===== config.mk =====
export PLATFORM = sky130hd
export DESIGN_NAME = dbus_peri_router_flat
export DESIGN_NICKNAME = d
export VERILOG_FILES = /design/src/rtl/dbus_peri_router_if.sv /design/src/rtl/dbus_peri_router.sv /design/src/flat_wrapper.sv
export SDC_FILE = /design/constraint.sdc
export NUM_CORES = 1
export LEC_CHECK = 0
export BUFFER_PORTS_ARGS = -buffer_cell sky130_fd_sc_hd__buf_2
export CORE_AREA = 2 2 121 123
export CTS_CLUSTER_SIZE = 14
export DETAILED_ROUTE_END_ITERATION = 12
export DIE_AREA = 0 0 123 125
export PLACE_DENSITY = 0.73
export SYNTH_ARGS = -nofsm -noshare
export SYNTH_HDL_FRONTEND = slang
export SYNTH_SLANG_ARGS = --single-unit

===== constraint.sdc =====
create_clock -name clk -period 3.6 [get_ports clk]
set_input_delay 0.36 -clock clk [delete_from_list [all_inputs] [get_ports clk]]
set_output_delay 0.36 -clock clk [all_outputs]
set_load 0.02 [all_outputs]

===== src/rtl/dbus_peri_router_if.sv =====
// rtl/dbus_peri_router_if.sv - Bus types and interface between the core dbus, the router and the peripherals
//
// Purpose: this file holds the request/response struct types and the interface that bundles
// the core-side and peripheral-side signals of dbus_peri_router.
// Port summary (interface members):
//   dbus2router_i      core request (addr, w_data, w_en, byte_en, req)
//   router2dbus_o      response to core (r_data, ack)
//   bus_err_o          error flag, meaningful only while router2dbus_o.ack=1
//   dbus2peri_o        latched request broadcast to all peripherals
//   *_sel_o            one-hot peripheral selects
//   *2router_i         per-peripheral responses
// Modports: slave = router view, master = core/peripheral environment view.

package dbus_peri_router_pkg;
    typedef struct packed {
        logic [31:0] addr;
        logic [31:0] w_data;
        logic        w_en;
        logic [3:0]  byte_en;
        logic        req;
    } type_dbus2peri_s;

    typedef struct packed {
        logic [31:0] r_data;
        logic        ack;
    } type_peri2dbus_s;
endpackage

interface dbus_peri_router_if;
    dbus_peri_router_pkg::type_dbus2peri_s dbus2router_i;
    dbus_peri_router_pkg::type_peri2dbus_s router2dbus_o;
    logic                                  bus_err_o;
    dbus_peri_router_pkg::type_dbus2peri_s dbus2peri_o;
    logic                                  clint_sel_o;
    logic                                  plic_sel_o;
    logic                                  uart_sel_o;
    logic                                  gpio_sel_o;
    dbus_peri_router_pkg::type_peri2dbus_s clint2router_i;
    dbus_peri_router_pkg::type_peri2dbus_s plic2router_i;
    dbus_peri_router_pkg::type_peri2dbus_s uart2router_i;
    dbus_peri_router_pkg::type_peri2dbus_s gpio2router_i;

    modport slave (
        input  dbus2router_i,
        input  clint2router_i, plic2router_i, uart2router_i, gpio2router_i,
        output router2dbus_o, bus_err_o, dbus2peri_o,
        output clint_sel_o, plic_sel_o, uart_sel_o, gpio_sel_o
    );

    modport master (
        output dbus2router_i,
        output clint2router_i, plic2router_i, uart2router_i, gpio2router_i,
        input  router2dbus_o, bus_err_o, dbus2peri_o,
        input  clint_sel_o, plic_sel_o, uart_sel_o, gpio_sel_o
    );
endinterface


===== src/rtl/dbus_peri_router.sv =====
// rtl/dbus_peri_router.sv - Core data bus to CLINT/PLIC/UART/GPIO router with timeout
//
// Purpose: decodes a core dbus request, latches it, forwards it to one peripheral with a
// one-hot select, waits for that peripheral's ack (or a timeout) and returns a single-cycle
// response. Unmapped addresses and timeouts return ERR_DATA with bus_err_o=1.
// Ports:
//   clk   clock
//   rst   synchronous active-high reset
//   bus   dbus_peri_router_if.slave (core request/response, peripheral broadcast,
//         selects and peripheral responses)

module dbus_peri_router
    import dbus_peri_router_pkg::*;
#(
    parameter logic [31:0] CLINT_BASE     = 32'h0200_0000,
    parameter logic [31:0] CLINT_MASK     = 32'hFFFF_0000,
    parameter logic [31:0] PLIC_BASE      = 32'h0C00_0000,
    parameter logic [31:0] PLIC_MASK      = 32'hFC00_0000,
    parameter logic [31:0] UART_BASE      = 32'h9000_0000,
    parameter logic [31:0] UART_MASK      = 32'hFFFF_FF00,
    parameter logic [31:0] GPIO_BASE      = 32'h9000_0100,
    parameter logic [31:0] GPIO_MASK      = 32'hFFFF_FF00,
    parameter int          TIMEOUT_CYCLES = 16,
    parameter logic [31:0] ERR_DATA       = 32'hDEAD_BEEF
) (
    input logic               clk,
    input logic               rst,
    dbus_peri_router_if.slave bus
);

    typedef enum logic [1:0] {S_IDLE, S_REQ, S_RESP} state_t;

    localparam logic [7:0] TO_LAST = 8'(TIMEOUT_CYCLES - 1);

    state_t          r_state;
    state_t          w_state_nxt;
    type_dbus2peri_s r_req;
    logic [3:0]      r_tgt;      // one-hot target: bit0 CLINT, bit1 PLIC, bit2 UART, bit3 GPIO
    logic [7:0]      r_cnt;
    logic [31:0]     r_rdata;
    logic            r_err;

    logic [31:0]     w_addr;
    logic [3:0]      w_dec_tgt;
    logic [3:0]      w_acks;
    logic            w_sel_ack;
    logic [31:0]     w_sel_rdata;
    logic            w_accept;
    logic            w_resp_ok;
    logic            w_resp_err;
    logic            w_in_req;
    logic            w_in_resp;
    type_dbus2peri_s w_peri;
    type_peri2dbus_s w_rsp;

    assign w_addr = bus.dbus2router_i.addr;

    // Priority decode: the earlier region wins if regions ever overlap.
    always_comb begin
        w_dec_tgt = 4'b0000;
        if ((w_addr & CLINT_MASK) == CLINT_BASE)     w_dec_tgt = 4'b0001;
        else if ((w_addr & PLIC_MASK) == PLIC_BASE)  w_dec_tgt = 4'b0010;
        else if ((w_addr & UART_MASK) == UART_BASE)  w_dec_tgt = 4'b0100;
        else if ((w_addr & GPIO_MASK) == GPIO_BASE)  w_dec_tgt = 4'b1000;
    end

    // Only the latched target's ack counts; acks from other peripherals are masked off.
    assign w_acks    = {bus.gpio2router_i.ack, bus.uart2router_i.ack,
                        bus.plic2router_i.ack, bus.clint2router_i.ack};
    assign w_sel_ack = |(r_tgt & w_acks);

    always_comb begin
        w_sel_rdata = '0;
        if (r_tgt[0])      w_sel_rdata = bus.clint2router_i.r_data;
        else if (r_tgt[1]) w_sel_rdata = bus.plic2router_i.r_data;
        else if (r_tgt[2]) w_sel_rdata = bus.uart2router_i.r_data;
        else if (r_tgt[3]) w_sel_rdata = bus.gpio2router_i.r_data;
    end

    always_comb begin
        w_state_nxt = r_state;
        w_accept    = 1'b0;
        w_resp_ok   = 1'b0;
        w_resp_err  = 1'b0;
        case (r_state)
            S_IDLE: begin
                if (bus.dbus2router_i.req) begin
                    w_accept    = 1'b1;
                    w_resp_err  = ~|w_dec_tgt;
                    w_state_nxt = (|w_dec_tgt) ? S_REQ : S_RESP;
                end
            end
            S_REQ: begin
                // Ack is checked first so an ack in the last allowed cycle still succeeds.
                if (w_sel_ack) begin
                    w_resp_ok   = 1'b1;
                    w_state_nxt = S_RESP;
                end else if (r_cnt == TO_LAST) begin
                    w_resp_err  = 1'b1;
                    w_state_nxt = S_RESP;
                end
            end
            S_RESP:  w_state_nxt = S_IDLE;
            default: w_state_nxt = S_IDLE;
        endcase
    end

    always_ff @(posedge clk) begin
        if (rst) begin
            r_state <= S_IDLE;
            r_req   <= '0;
            r_tgt   <= '0;
            r_cnt   <= '0;
            r_rdata <= '0;
            r_err   <= 1'b0;
        end else begin
            r_state <= w_state_nxt;
            if (w_accept) begin
                r_req <= bus.dbus2router_i;
                r_tgt <= w_dec_tgt;
                r_cnt <= '0;
            end else if (r_state == S_REQ) begin
                r_cnt <= r_cnt + 8'd1;
            end
            if (w_resp_ok) begin
                r_rdata <= w_sel_rdata;
                r_err   <= 1'b0;
            end else if (w_resp_err) begin
                r_rdata <= ERR_DATA;
                r_err   <= 1'b1;
            end
        end
    end

    assign w_in_req  = (r_state == S_REQ);
    assign w_in_resp = (r_state == S_RESP);

    // The broadcast bus always shows the latched fields; only req is gated by state.
    always_comb begin
        w_peri     = r_req;
        w_peri.req = w_in_req;
    end

    always_comb begin
        w_rsp.ack    = w_in_resp;
        w_rsp.r_data = w_in_resp ? r_rdata : '0;
    end

    assign bus.dbus2peri_o   = w_peri;
    assign bus.router2dbus_o = w_rsp;
    assign bus.bus_err_o     = w_in_resp & r_err;
    assign bus.clint_sel_o   = w_in_req & r_tgt[0];
    assign bus.plic_sel_o    = w_in_req & r_tgt[1];
    assign bus.uart_sel_o    = w_in_req & r_tgt[2];
    assign bus.gpio_sel_o    = w_in_req & r_tgt[3];

endmodule


===== src/flat_wrapper.sv =====
// flat-port wrapper written by rule: the top's interface ports become plain ports
module dbus_peri_router_flat import dbus_peri_router_pkg::*;
#(
    parameter logic [31:0] CLINT_BASE     = 32'h0200_0000,
    parameter logic [31:0] CLINT_MASK     = 32'hFFFF_0000,
    parameter logic [31:0] PLIC_BASE      = 32'h0C00_0000,
    parameter logic [31:0] PLIC_MASK      = 32'hFC00_0000,
    parameter logic [31:0] UART_BASE      = 32'h9000_0000,
    parameter logic [31:0] UART_MASK      = 32'hFFFF_FF00,
    parameter logic [31:0] GPIO_BASE      = 32'h9000_0100,
    parameter logic [31:0] GPIO_MASK      = 32'hFFFF_FF00,
    parameter int          TIMEOUT_CYCLES = 16,
    parameter logic [31:0] ERR_DATA       = 32'hDEAD_BEEF
)
  (clk, rst, bus_dbus2router_i, bus_clint2router_i, bus_plic2router_i, bus_uart2router_i, bus_gpio2router_i, bus_router2dbus_o, bus_bus_err_o, bus_dbus2peri_o, bus_clint_sel_o, bus_plic_sel_o, bus_uart_sel_o, bus_gpio_sel_o);
  dbus_peri_router_if bus_i ();
  input logic clk;
  input logic rst;
  input wire logic [$bits(bus_i.dbus2router_i)-1:0] bus_dbus2router_i;
  input wire logic [$bits(bus_i.clint2router_i)-1:0] bus_clint2router_i;
  input wire logic [$bits(bus_i.plic2router_i)-1:0] bus_plic2router_i;
  input wire logic [$bits(bus_i.uart2router_i)-1:0] bus_uart2router_i;
  input wire logic [$bits(bus_i.gpio2router_i)-1:0] bus_gpio2router_i;
  output wire logic [$bits(bus_i.router2dbus_o)-1:0] bus_router2dbus_o;
  output wire logic [$bits(bus_i.bus_err_o)-1:0] bus_bus_err_o;
  output wire logic [$bits(bus_i.dbus2peri_o)-1:0] bus_dbus2peri_o;
  output wire logic [$bits(bus_i.clint_sel_o)-1:0] bus_clint_sel_o;
  output wire logic [$bits(bus_i.plic_sel_o)-1:0] bus_plic_sel_o;
  output wire logic [$bits(bus_i.uart_sel_o)-1:0] bus_uart_sel_o;
  output wire logic [$bits(bus_i.gpio_sel_o)-1:0] bus_gpio_sel_o;
  assign bus_i.dbus2router_i = bus_dbus2router_i;
  assign bus_i.clint2router_i = bus_clint2router_i;
  assign bus_i.plic2router_i = bus_plic2router_i;
  assign bus_i.uart2router_i = bus_uart2router_i;
  assign bus_i.gpio2router_i = bus_gpio2router_i;
  assign bus_router2dbus_o = bus_i.router2dbus_o;
  assign bus_bus_err_o = bus_i.bus_err_o;
  assign bus_dbus2peri_o = bus_i.dbus2peri_o;
  assign bus_clint_sel_o = bus_i.clint_sel_o;
  assign bus_plic_sel_o = bus_i.plic_sel_o;
  assign bus_uart_sel_o = bus_i.uart_sel_o;
  assign bus_gpio_sel_o = bus_i.gpio_sel_o;
  dbus_peri_router #(.CLINT_BASE(CLINT_BASE), .CLINT_MASK(CLINT_MASK), .PLIC_BASE(PLIC_BASE), .PLIC_MASK(PLIC_MASK), .UART_BASE(UART_BASE), .UART_MASK(UART_MASK), .GPIO_BASE(GPIO_BASE), .GPIO_MASK(GPIO_MASK), .TIMEOUT_CYCLES(TIMEOUT_CYCLES), .ERR_DATA(ERR_DATA)) u_core (.clk(clk), .rst(rst), .bus(bus_i));
endmodule

# Word-level counts from Yosys, hierarchy flattened
# Cells that the tools add are included.
# Widths: inputs -> output; s select.
[classes]
add_sub_neg = 1
n_mul = 0
div_mod_pow = 0
n_lt_le_gt_ge = 0
eq_ne = 9
shift = 0
mux = 24
bitwise = 6
n_reduce_logical = 8
[op_table]
columns = ["cell", "n"]
rows = [
  ["$mux 32", 7],
  ["$eq 24x24->1 const B", 2],
  ["$eq 16x10->1 const B", 1],
  ["$mux 4", 4],
  ["$add 8x1->8 const B", 1],
  ["$eq 8x4->1 const B", 1],
  ["$mux 2", 4],
  ["$reduce_or 4->1", 2],
  ["$mux 1", 7],
  ["$eq 6x2->1 const B", 1],
  ["$and 1x1->1", 5],
  ["$and 4x4->4", 1],
  ["$pmux 2 s2", 1],
  ["$reduce_or 2->1", 2],
  ["$ne 3x2->1 const B", 1],
  ["$eq 2x1->1 const B", 1],
  ["$eq 2x2->1 const B", 1],
  ["$logic_not 2->1", 1],
  ["$ne 2x2->1 const B", 1],
  ["$pmux 1 s2", 1],
  ["$reduce_and 2->1", 1],
  ["$reduce_bool 2->1", 1],
  ["$logic_not 1->1", 1],
]
[word_totals]
reg_bits = 116
latchBits = 0
mem_bits_rw = 0
rom_bits = 0
inputBits = 204
output_inout_bits = 108
word_cells = 57
mem_count = 0

# Depth between registers and ports, before layout
# Gate-level depths: netlist of run 1.
[depth]
word_depth = 11
mapped_depth = 8
mapped_depth_nobuf = 6

# Least setup slack after synthesis of run 1
# OpenSTA, ideal clock, no wires.
[synth_timing]
path_type = "reg2reg"
start = "register u_core.r_tgt[2]"
end = "register u_core.r_rdata[10]"
setup_time_ps = 152
t_arrival_ps = 1633
required_time_ps = 3448
slack_ps = 1815
path_stages_with_launch = 9
n_path_buf = 3
synth_period_minus_slack_ps = 1785
cell_sequence = "dfxtp_1 > buf_6 > a22o_1 > a221oi_4 > nand2b_1 > buf_2 > o211a_4 > buf_6 > a221oi_2"
[synth_via]
elab_chain_cells = 5
elab_cells_between_ends = 11
classes_between = "8 x mux; 1 x bitwise; 2 x reduce/logical"
[synth_lines]
columns = ["element", "line_no", "rtl"]
rows = [
  ["start: declaration", "dbus_peri_router.sv:38", "logic [3:0] r_tgt;"],
  ["start signal: assignment", "dbus_peri_router.sv:120", "r_tgt <= w_dec_tgt;"],
  ["$and 4x4->4", "dbus_peri_router.sv:70", "assign w_sel_ack = |(r_tgt & w_acks);"],
  ["$reduce_or 4->1", "dbus_peri_router.sv:70", ""],
  ["$mux 1", "dbus_peri_router.sv:95", "if (w_sel_ack) begin"],
  ["$pmux 1 s2 / $mux 1 (equally long branches)", "dbus_peri_router.sv:85", "case (r_state)"],
  ["$reduce_bool 2->1 (no line) / $mux 32 (equally long branches)", "-", ""],
  ["end signal: assignment", "dbus_peri_router.sv:126", "r_rdata <= w_sel_rdata;"],
  ["end: declaration", "dbus_peri_router.sv:40", "logic [31:0] r_rdata;"],
]
# Parallel ways exist; a longest one is shown, timed or not.
# A chain may end at the register's enable or synchronous reset.

# Final worst setup path of run 1
[layout_timing]
start = "register u_core.r_state[1]"
end = "output bus_router2dbus_o[19]"
[layout_via]
elab_chain_cells = 2
[layout_lines]
columns = ["element", "line_no", "rtl"]
rows = [
  ["start: declaration", "dbus_peri_router.sv:35", "state_t r_state;"],
  ["start signal: assignment", "dbus_peri_router.sv:117", "r_state <= w_state_nxt;"],
  ["$eq 2x2->1", "dbus_peri_router.sv:136", "assign w_in_resp = (r_state == S_RESP);"],
  ["$mux 32", "dbus_peri_router.sv:146", "w_rsp.r_data = w_in_resp ? r_rdata : '0;"],
  ["end: declaration", "flat_wrapper.sv:24", "output wire logic [$bits(bus_i.router2dbus_o)-1:0] bus_router2dbus_o;"],
]
# Every way passes these cells.

==> reports/results.tsv, run 1 <==
stage	metric	value	unit
pwr	proportion of power drawn by flip-flops and latches	41.9	%
floorplan	Placement Rows	44	
pwr	Gate power share	13.4	%
pwr	clock share of power	44.7	%
floorplan	initial core utilization	38.87	%
global_routing	first-pass GRT wire length	27980	um
critical_path	maximum fanout along the worst path	34	
final_layout	fill count	1385	
clock_network	CTS root buffer	clkbuf_16	
final_layout	Nets	1173	
pwr	P_int	2442	uW
clock_network	Worst-path clk slew	60	ps
timing	Max Transition Viols Final	0	
routing	vias per cell	5.147	
routing	first-pass iteration count of the detailed router	6	
critical_path	WP data required	3240	ps
floorplan	Core ar.	14200	um2
clock_network	Inserted Clock Buffers	17	
routing	DR iter-0 viols	376	
synth	Seq/Total Area, Yosys	42.07	%
global_routing	most crowded layer after global routing	met2	
placed_design	DP HPWL	13400	um
critical_path	Critical Path AT	2120	ps
final_layout	Layout area overhead	38.40	%
critical_path	Slowest-stage cell, CP	nor2b_2	
timing	Max Clock Skew	9.808	ps
placed_design	Placer Congestion	0.8166	
pwr	total chip power	3315	uW
critical_path	Worst Path Buf+Inv	1	
status	status	completed	
critical_path	delay-heaviest family, CP	simple AND/OR/NAND/NOR gates	
min_path	worst hold path type	input pin to flip-flop	
routing	Final ANT Viol Nets	0	
timing	Tcrit/Tclk final	68.92	%
synth	Mapped Avg Cell Area	7.954	um2
timing	final hold vios	0	
placed_design	Port Buffers	311	
global_routing	total track usage	23.32	%
clock_network	Post-CTS Setup Bufs	0	
global_routing	met3 Usage GRT	7.664	%
routing	via count	6007	
clock_network	post-CTS resize count	0	
clock_network	Clock Tree Buf Depth	2	
timing	Slew HR	23.14	%
clock_network	CTS Sinks	116	
critical_path	critical path, cell by cell	nor2b_2, and2_1, buf_2	
pwr	Sw Share	26.32	%
global_routing	largest net degree at the start of global routing	74	
critical_path	Max stage delay on crit path	920	ps
floorplan	Die H	125	um
global_routing	GR Layer Usage met1	27.43	%
synth	post-synth net total	899	
global_routing	Overflow after GRT	0	
clock_network	worst skew pair latency	410	ps
global_routing	vias in the first global route	5596	
timing	fmax	403.1	MHz
routing	DRC	0	
global_routing	GR Util met2	38.74	%
floorplan	die area	15380	um2
synth	Synth cell types	37	
pwr	Power per Cell Area	433.9	nW/um2
critical_path	Crit. End Element	output port	
timing	setup TNS	0	ps
timing	# setup viols final	0	
pwr	switching pwr	872.5	uW
timing	minimum clock period	2481	ps
floorplan	IO Count	312	
routing	Routed WL per cell	15.96	um
synth	Mapped Cells	694	
clock_network	Hold Buf Count CTS	0	
global_routing	antenna violations before repair	4	
synth	Yosys reg bits	116	
synth	Synth Warn #	0	
pwr	Max VDD drop	0.3252	mV
critical_path	crit path kind	flip-flop to output port	
floorplan	Die X	123	um
timing	worst-margin pin slew	1148	ps
run	Max-cap violations	0	
synth	Post-Syn Area	5520	um2
critical_path	Worst Setup Start Kind	flip-flop	
routing	final WL	18630	um
final_layout	layout cell share with drive strength beyond 1	38.37	%
timing	unrepaired setup endpoints after global routing	no	
clock_network	# H-tree levels	4	
clock_network	CTS tree	yes	
pwr	LEAKAGE	0.003462	uW
==> cells in the mapped netlist <==
master | count | area, um2
a21boi_0 | 1 | 7.510
a21oi_1 | 105 | 525.5
a221oi_1 | 37 | 324.1
a221oi_2 | 19 | 285.3
a221oi_4 | 1 | 26.28
a22o_1 | 1 | 8.760
a32o_1 | 1 | 10.01
a41o_1 | 1 | 10.01
and2_1 | 38 | 237.7
and3_1 | 1 | 6.260
and4_1 | 1 | 8.760
buf_1 | 3 | 11.26
buf_2 | 3 | 15.01
buf_4 | 2 | 15.01
buf_6 | 3 | 33.78
clkbuf_1 | 52 | 195.2
dfxtp_1 | 116 | 2322
ha_1 | 1 | 12.51
inv_1 | 26 | 97.59
nand2_1 | 151 | 566.8
nand2b_1 | 3 | 18.77
nand3_1 | 3 | 15.01
nand3_4 | 1 | 17.52
nand4_1 | 6 | 37.54
nand4b_1 | 8 | 70.07
nor2_1 | 15 | 56.30
nor2b_1 | 34 | 212.7
nor3_1 | 35 | 175.2
nor4_1 | 5 | 31.28
nor4_2 | 1 | 12.51
o211a_4 | 1 | 17.52
o21ai_0 | 2 | 10.01
o22ai_1 | 8 | 50.05
o31a_1 | 1 | 8.760
or3_1 | 1 | 6.260
xnor2_1 | 2 | 17.52
xor2_1 | 5 | 43.79
==> flip-flops by register name (all words and copies together), names as in the netlist <==
register / flops
u_core.bus.dbus2peri_o: 69
u_core.r_cnt: 8
u_core.r_err: 1
u_core.r_rdata: 32
u_core.r_state: 2
u_core.r_tgt: 4
==> final timing paths <==
| path | startpoint | to | slack (ps) | cells after the start |
|---|---|---|---|---|
| worst min register to register | u_core.bus.dbus2peri_o[34] | u_core.bus.dbus2peri_o[34] | 450 | 2 |
| worst max register to register | u_core.r_tgt[3] | u_core.r_rdata[0] | 1400 | 5 |
| worst max-delay path | u_core.r_state[1] | bus_router2dbus_o[19] | 1120 | 3 |
| worst min-delay path | bus_dbus2router_i[12] | u_core.bus.dbus2peri_o[12] | 180 | 3 |
==> layout by cell type, fill, tap and decap left out, types with 5 or more instances in the layout <==
cell / count
nor3_1: 35
o22ai_1: 8
nand2_1: 150
dfxtp_1: 114
inv_1: 26
xor2_1: 5
nand4_1: 6
a221oi_2: 19
and2_1: 37
buf_4: 8
a21oi_1: 105
buf_2: 310
nor2_1: 14
nor2b_1: 32
clkbuf_16: 17
nand4b_1: 8
a221oi_1: 37
nor4_1: 5
clkinv_2: 5
==> through the flow <==
stage | area, um2 | setup WS [ps] | hold slack (ps) | instances | util (%)
after detailed placement | 7111 | 1244 | 443.0 | 1133 | 50.06
after global placement | 7111 | 1285 | 438.7 | 1133 | 50.06
after CTS | 7632 | 1088 | 168.7 | 1164 | 53.74
after global routing | 7640 | 1011 | 179.5 | 1167 | 53.79
final | 7640 | 1119 | 182.7 | 1167 | 53.79
after floorplan | 5520 | 1815 | 438.0 | 694 | -
==> routing by layer <==
| metal | routed length, um | up-vias |
|---|---|---|
| met5 | 11 | - |
| met4 | 452 | 2 |
| met3 | 1859 | 31 |
| met2 | 8872 | 282 |
| met1 | 7431 | 2728 |
| li1 | - | 2964 |
==> power groups by stage <==
stage          clock network [uW]  registers, uW  logic, uW
4_1_cts                      1500           1390        448
3_3_place_gp                    0           1410        445
2_1_floorplan                   0           1470        181
6_report                     1480           1390        444
3_5_place_dp                    0           1410        446
5_1_grt                      1560           1400        487
==> worst min-delay path, delay by kind of cell <==
kind                   cells  cell delay (ps)
AND/OR/NAND/NOR            1               40
buffers and inverters      1               90
AO/OA/AOI/OAI              1               50
==> final cells by class <==
class / instances / area, um2 / area share [%]
sequential: 116 / 2325 / 30.43
clock buffer: 22 / 464.2 / 6.076
clock inverter: 9 / 57.56 / 0.7534
tap: 184 / 230.2 / 3.013
antenna: 3 / 7.507 / 0.09826
timing repair buffer: 318 / 1612 / 21.09
multi-input combinational: 489 / 2846 / 37.26
inverter: 26 / 97.59 / 1.277
==> cells by family after synthesis <==
kind of cell             after synthesis  synth area share, %
AND/OR/NAND/NOR                      303                26.68
AO/OA/AOI/OAI                        178                23.25
flip-flops                           116                42.07
buffers and inverters                 89                6.663
XOR/XNOR                               7                1.111
adder cells (fa/ha/maj)                1               0.2266
No activity file was read; power rests on OpenSTA's default activity.
==> inputs of run 2 (changes only) <==
clock period = 2.3 ns   (was 3.6 ns; I/O delays follow)
==> reports/results.tsv, run 2 (synthesis results as in run 1) <==
stage	metric	value	unit	change
status	status	completed		
critical_path	Slowest-stage cell, CP	a221oi_4		
final_layout	register area	2325	um2	unchanged
critical_path	reg2reg end	u_core.r_rdata[0]		
timing	fmax	513.8	MHz	
routing	first-pass iteration count of the detailed router	5		-1
critical_path	Max stage delay on crit path	360	ps	-560 ps
final_layout	Nets	1181		+0.68%
timing	setup TNS	0	ps	unchanged
placed_design	Placer Congestion	0.8444		+3.4%
pwr	LEAKAGE	0.003552	uW	+2.6%
placed_design	pre-CTS WS	287.5	ps	-956.1 ps
floorplan	IO Count	312		unchanged
final_layout	multi-input logic area	2846	um2	unchanged
timing	minimum clock period	1946	ps	
global_routing	antenna violations before repair	4		unchanged
min_path	Hold Path Stages	3		unchanged
floorplan	Core ar.	14200	um2	unchanged
critical_path	Crit. End Element	flip-flop		
floorplan	Die H	125	um	unchanged
clock_network	worst skew pair latency	410	ps	about the same
critical_path	Worst Path Buf+Inv	1		unchanged
clock_network	CTS tree	yes		
final_layout	most frequent cells in the layout	310 x buf_2, 150 x nand2_1, 114 x dfxtp_1		
routing	DRC	0		unchanged
critical_path	Worst Setup Start Kind	flip-flop		
critical_path	WP data required	2610	ps	-630 ps
pwr	Power per Cell Area	711.0	nW/um2	+64%
timing	Slew HR	42.53	%	+19 points
final_layout	layout cell share with drive strength beyond 1	38.93	%	+0.56 points
final_layout	Layout area overhead	41.43	%	
global_routing	first-pass GRT wire length	27870	um	-0.39%
final_layout	post-layout util	54.97	%	+1.2 points
min_path	Hold Path Sink	u_core.bus.dbus2peri_o[43]		
global_routing	Overflow after GRT	0		unchanged
clock_network	# H-tree levels	4		unchanged
min_path	Hold Path Origin	bus_dbus2router_i[43]		
final_layout	max FFs per register	69		unchanged
critical_path	maximum fanout along the worst path	20		-41%
critical_path	worst r2r path cells	6		+1
clock_network	CTS root buffer	clkbuf_16		
min_path	worst hold path type	input pin to flip-flop		
timing	unrepaired setup endpoints after global routing	no		
clock_network	Clock Tree Buf Depth	2		unchanged
critical_path	delay-heaviest family, CP	compound AO/OA/AOI/OAI gates		
timing	worst-margin pin slew	859.9	ps	-287.8 ps
clock_network	Hold Buf Count CTS	0		unchanged
critical_path	R2R Setup Slk	350	ps	-1050 ps
critical_path	critical path, cell by cell	a22o_1, a221oi_4, nand3_4, o211a_4, buf_12, a221oi_1		
run	Max-cap violations	0		unchanged
global_routing	total track usage	23.28	%	-0.038 points
timing	# setup viols final	0		unchanged
final_layout	fill count	1370		-1.1%
global_routing	largest net degree at the start of global routing	74		unchanged
final_layout	post-route insts no fill	1176		+0.77%
clock_network	Inserted Clock Buffers	17		unchanged
floorplan	Placement Rows	44		unchanged
routing	DR iter-0 viols	394		+4.8%
timing	Final Worst Setup Slack	353.6	ps	-765.4 ps
timing	Max Clock Skew	8.657	ps	-1.151 ps
clock_network	CTS Sinks	116		unchanged
clock_network	post-CTS resize count	0		unchanged
clock_network	Post-CTS Setup Bufs	0		unchanged
floorplan	die area	15380	um2	unchanged
routing	vias per cell	5.146		about the same
timing	final hold vios	0		unchanged
routing	Final ANT Viol Nets	0		unchanged
timing	Tcrit/Tclk final	84.63	%	
pwr	Max VDD drop	0.4242	mV	+30%
floorplan	Die X	123	um	unchanged
global_routing	vias in the first global route	5615		+0.34%
final_layout	commonest non-fill, non-tap cell in the layout	buf_2		
timing	Max Transition Viols Final	0		unchanged
placed_design	DP HPWL	13560	um	+1.2%
routing	Routed WL per cell	15.76	um	-1.2%
placed_design	Port Buffers	311		unchanged
critical_path	R2R Path Start	u_core.r_tgt[2]		
routing	final WL	18540	um	-0.48%
routing	via count	6052		+0.75%
critical_path	Critical Path AT	2250	ps	+130 ps
placed_design	Post-Place Cells	1141		+0.71%
critical_path	crit path kind	flip-flop to flip-flop		
clock_network	Worst-path clk slew	60	ps	about the same
floorplan	initial core utilization	38.87	%	unchanged
## run 2: cell count changes in the layout (fill, tap and decap cells not counted)
cell	previous run	this run
buf_12	0	2
clkinv_2	5	4
buf_4	8	14
clkinvlp_4	2	1
bufinv_16	0	3
clkbuf_8	2	3
clkinv_4	2	1
## run 2: layout make-up
cell class	count	share of cell area, %
clock buffer	23	6.122
inverter	26	1.250
clock inverter	9	1.619
timing repair buffer	326	21.73
multi-input combinational	489	36.46
tap	184	2.949
sequential	116	29.78
antenna	3	0.09615
## run 2: routing by layer
| layer | wire length (um) | vias to the layer above | GRT usage [%] | part of all wire (%) |
|---|---|---|---|---|
| met5 | 12 | - | 0 | 0.065 |
| met2 | 8550 | 311 | 37.24 | 46 |
| li1 | - | 2984 | - | - |
| met3 | 1902 | 31 | 8.850 | 10 |
| met4 | 522 | 2 | 11.50 | 2.8 |
| met1 | 7549 | 2724 | 27.09 | 41 |
## run 2: worst max-delay path by stage
stage	from	slack [ps]	end	cells after the start
final	u_core.r_tgt[2]	350	u_core.r_rdata[0]	6
after global routing	u_core.r_cnt[0]	110	u_core.r_rdata[31]	7
after CTS	u_core.r_tgt[3]	320	u_core.r_rdata[0]	6
after detailed placement	bus_uart2router_i[0]	290	u_core.r_rdata[0]	7
after global placement	bus_dbus2router_i[69]	330	u_core.r_rdata[3]	7
after floorplan	u_core.r_tgt[2]	510	u_core.r_rdata[10]	8
## run 2: tightest hold or removal path: cells and delay by family
kind            cells  cell delay, ps
buf+inv             1              90
compound gates      1              50
simple gates        1              40
## run 2: power breakdown
group          switching [uW]  total, uW  internal, uW
clock                     887       2670          1780
combinational             413        711           298
sequential               49.5       2170          2120
total                    1350       5550          4200
## run 2: stage by stage
stage                     total power (uW)  cell area (um2)  hold slack (ps)
after detailed placement              2924             7196            443.0
after floorplan                       2577             5520            341.0
after global routing                  5756             7807            47.41
after CTS                             5602             7800            38.80
final                                 5551             7807            55.87
after global placement                2917             7196            438.1
==> inputs of run 3 (changes only) <==
PLACE_DENSITY = 0.75   (was 0.73)
clock period = 1.65 ns   (was 2.3 ns; I/O delays follow)
==> reports/results.tsv, run 3 (synthesis results as in run 1) <==
stage	metric	value	unit	change
floorplan	initial core utilization	38.87	%	unchanged
routing	Final ANT Viol Nets	0		unchanged
timing	worst-margin pin slew	545.6	ps	-314.4 ps
final_layout	max FFs per register	69		unchanged
floorplan	Placement Rows	44		unchanged
placed_design	Port Buffers	311		unchanged
final_layout	post-layout util	63.50	%	+8.5 points
clock_network	Inserted Clock Buffers	17		unchanged
clock_network	CTS root buffer	clkbuf_16		
placed_design	Placer Congestion	0.8382		-0.73%
global_routing	antenna violations before repair	5		+1
pwr	P_int	5656	uW	+35%
final_layout	layout cell share with drive strength beyond 1	42.90	%	+4.0 points
final_layout	most frequent cells in the layout	277 x buf_2, 150 x nand2_1, 112 x dfxtp_1		
critical_path	WP data required	1480	ps	-1130 ps
timing	minimum clock period	1684	ps	
routing	DR iter-0 viols	365		-7.4%
clock_network	Worst-path clk slew	60	ps	about the same
final_layout	fill count	1142		-17%
routing	Routed WL per cell	16.75	um	+6.3%
pwr	clock share of power	45.1	%	-3.0 points
timing	Max Transition Viols Final	0		unchanged
pwr	LEAKAGE	0.004026	uW	+13%
clock_network	CTS tree	yes		
critical_path	Critical Path AT	1520	ps	-730 ps
pwr	Sw Share	27.05	%	+2.7 points
timing	# setup viols final	13		+13
critical_path	R2R Setup Slk	-10	ps	-360 ps
pwr	Max VDD drop	0.7371	mV	+74%
status	status	finished, violations left		
timing	unrepaired setup endpoints after global routing	yes		
clock_network	worst skew pair latency	410	ps	about the same
run	Max-cap violations	0		unchanged
timing	setup TNS	-79.66	ps	-79.66 ps
critical_path	Crit. End Element	output port		
floorplan	Die X	123	um	unchanged
min_path	worst hold path type	input pin to flip-flop		
status	failing checks	negative setup slack		
critical_path	maximum fanout along the worst path	17		-15%
clock_network	# H-tree levels	4		unchanged
placed_design	DP HPWL	13580	um	+0.19%
final_layout	Nets	1269		+7.5%
timing	Final Worst Setup Slack	-34.03	ps	-387.6 ps
pwr	proportion of power drawn by flip-flops and latches	39.1	%	about the same
clock_network	Clock Tree Buf Depth	2		unchanged
floorplan	Core ar.	14200	um2	unchanged
final_layout	multi-input logic area	3007	um2	+5.6%
global_routing	largest net degree at the start of global routing	67		-9.5%
final_layout	commonest non-fill, non-tap cell in the layout	buf_2		
floorplan	Die H	125	um	unchanged
timing	fmax	593.8	MHz	
global_routing	vias in the first global route	6347		+13%
final_layout	register area	2327	um2	+0.11%
final_layout	Layout area overhead	63.40	%	
routing	vias per cell	5.210		+1.2%
timing	Tcrit/Tclk final	102.1	%	
floorplan	IO Count	312		unchanged
timing	final hold vios	0		unchanged
routing	via count	6591		+8.9%
pwr	switching pwr	2098	uW	+55%
critical_path	crit path kind	flip-flop to output port		
floorplan	die area	15380	um2	unchanged
pwr	Gate power share	15.8	%	+3.0 points
global_routing	first-pass GRT wire length	32440	um	+16%
routing	DRC	0		unchanged
timing	Max Clock Skew	7.121	ps	-1.537 ps
timing	Slew HR	63.54	%	+21 points
pwr	Power per Cell Area	859.7	nW/um2	+21%
critical_path	Worst Setup Start Kind	flip-flop		
global_routing	Overflow after GRT	0		unchanged
routing	first-pass iteration count of the detailed router	8		+3
pwr	total chip power	7754	uW	+40%
global_routing	total track usage	26.86	%	+3.6 points
clock_network	CTS Sinks	116		unchanged
routing	final WL	21190	um	+14%
==> run 3: cell count changes in the layout (fill, tap and decap cells not counted), sizes merged <==
| cell | change |
|---|---|
| clkinvlp | +4 |
| nor2 | +1 |
| bufinv | -2 |
| dlygate4sd3 | +54 |
| buf | +32 |
| inv | +3 |
| clkbuf | -3 |
| clkinv | -1 |
| diode | +1 |
==> run 3: area by class of cell <==
cell class / count / share of cell area [%]
Clock inverter: 13 / 1.387
Antenna cell: 4 / 0.1110
Inverter: 26 / 1.082
Multi-Input combinational cell: 490 / 33.33
Timing Repair Buffer: 413 / 30.82
Sequential cell: 116 / 25.80
Tap cell: 184 / 2.552
Clock buffer: 19 / 4.911
==> run 3: path summary, 6_finish.rpt <==
kind | end | from | cells after the start
max | bus_router2dbus_o[8] | u_core.r_state[0] | 5
min | u_core.bus.dbus2peri_o[58] | bus_dbus2router_i[58] | 3
max reg2reg | u_core.r_rdata[12] | u_core.r_tgt[2] | 6
min reg2reg | u_core.bus.dbus2peri_o[4] | u_core.bus.dbus2peri_o[4] | 2
==> run 3: power groups by stage <==
stage,clock network (uW),registers [uW],logic (uW)
global placement,0,3080,1010
finish,3500,3030,1220
global route,3670,3050,1320
floorplan,0,3200,398
detailed placement,0,3090,1020
CTS,3550,3030,1180
==> run 3: critical path, cell delays in order (launching register included) <==
cell	delay [ps]
dfxtp_2	330
buf_6	110
nor2b_4	160
buf_12	180
and2_1	170
buf_4	150
==> run 3: through the flow <==
step                      cell area [um2]  std cells  hold WS, ps  setup WS, ps
final                                9020       1265        8.550        -34.03
after global placement               7476       1170        405.5        -121.2
after CTS                            8872       1259       0.1817        -63.85
after detailed placement             7476       1170        411.0        -163.6
after floorplan                      5534        694        276.0        -91.02
after global routing                 9017       1264        2.167        -79.78
==> run 3: routing by layer <==
layer / vias up / track usage [%] / routed length (um)
met1: 3031 / 30.29 / 8070
met5: - / 0 / 11
met2: 335 / 44.75 / 10330
met3: 53 / 9.215 / 2071
li1: 3170 / - / -
met4: 2 / 13.30 / 709
==> run 3: repair_timing <==
action | CTS | global route
setup buffers | 1 | 3
pin swaps | 6 | 7
gates resized for setup | 72 | 38
endpoints found under the hold margin | 54 | 0
hold buffers | 54 | 0
cloned | 2 | 1
endpoints found under the setup margin | 66 | 84
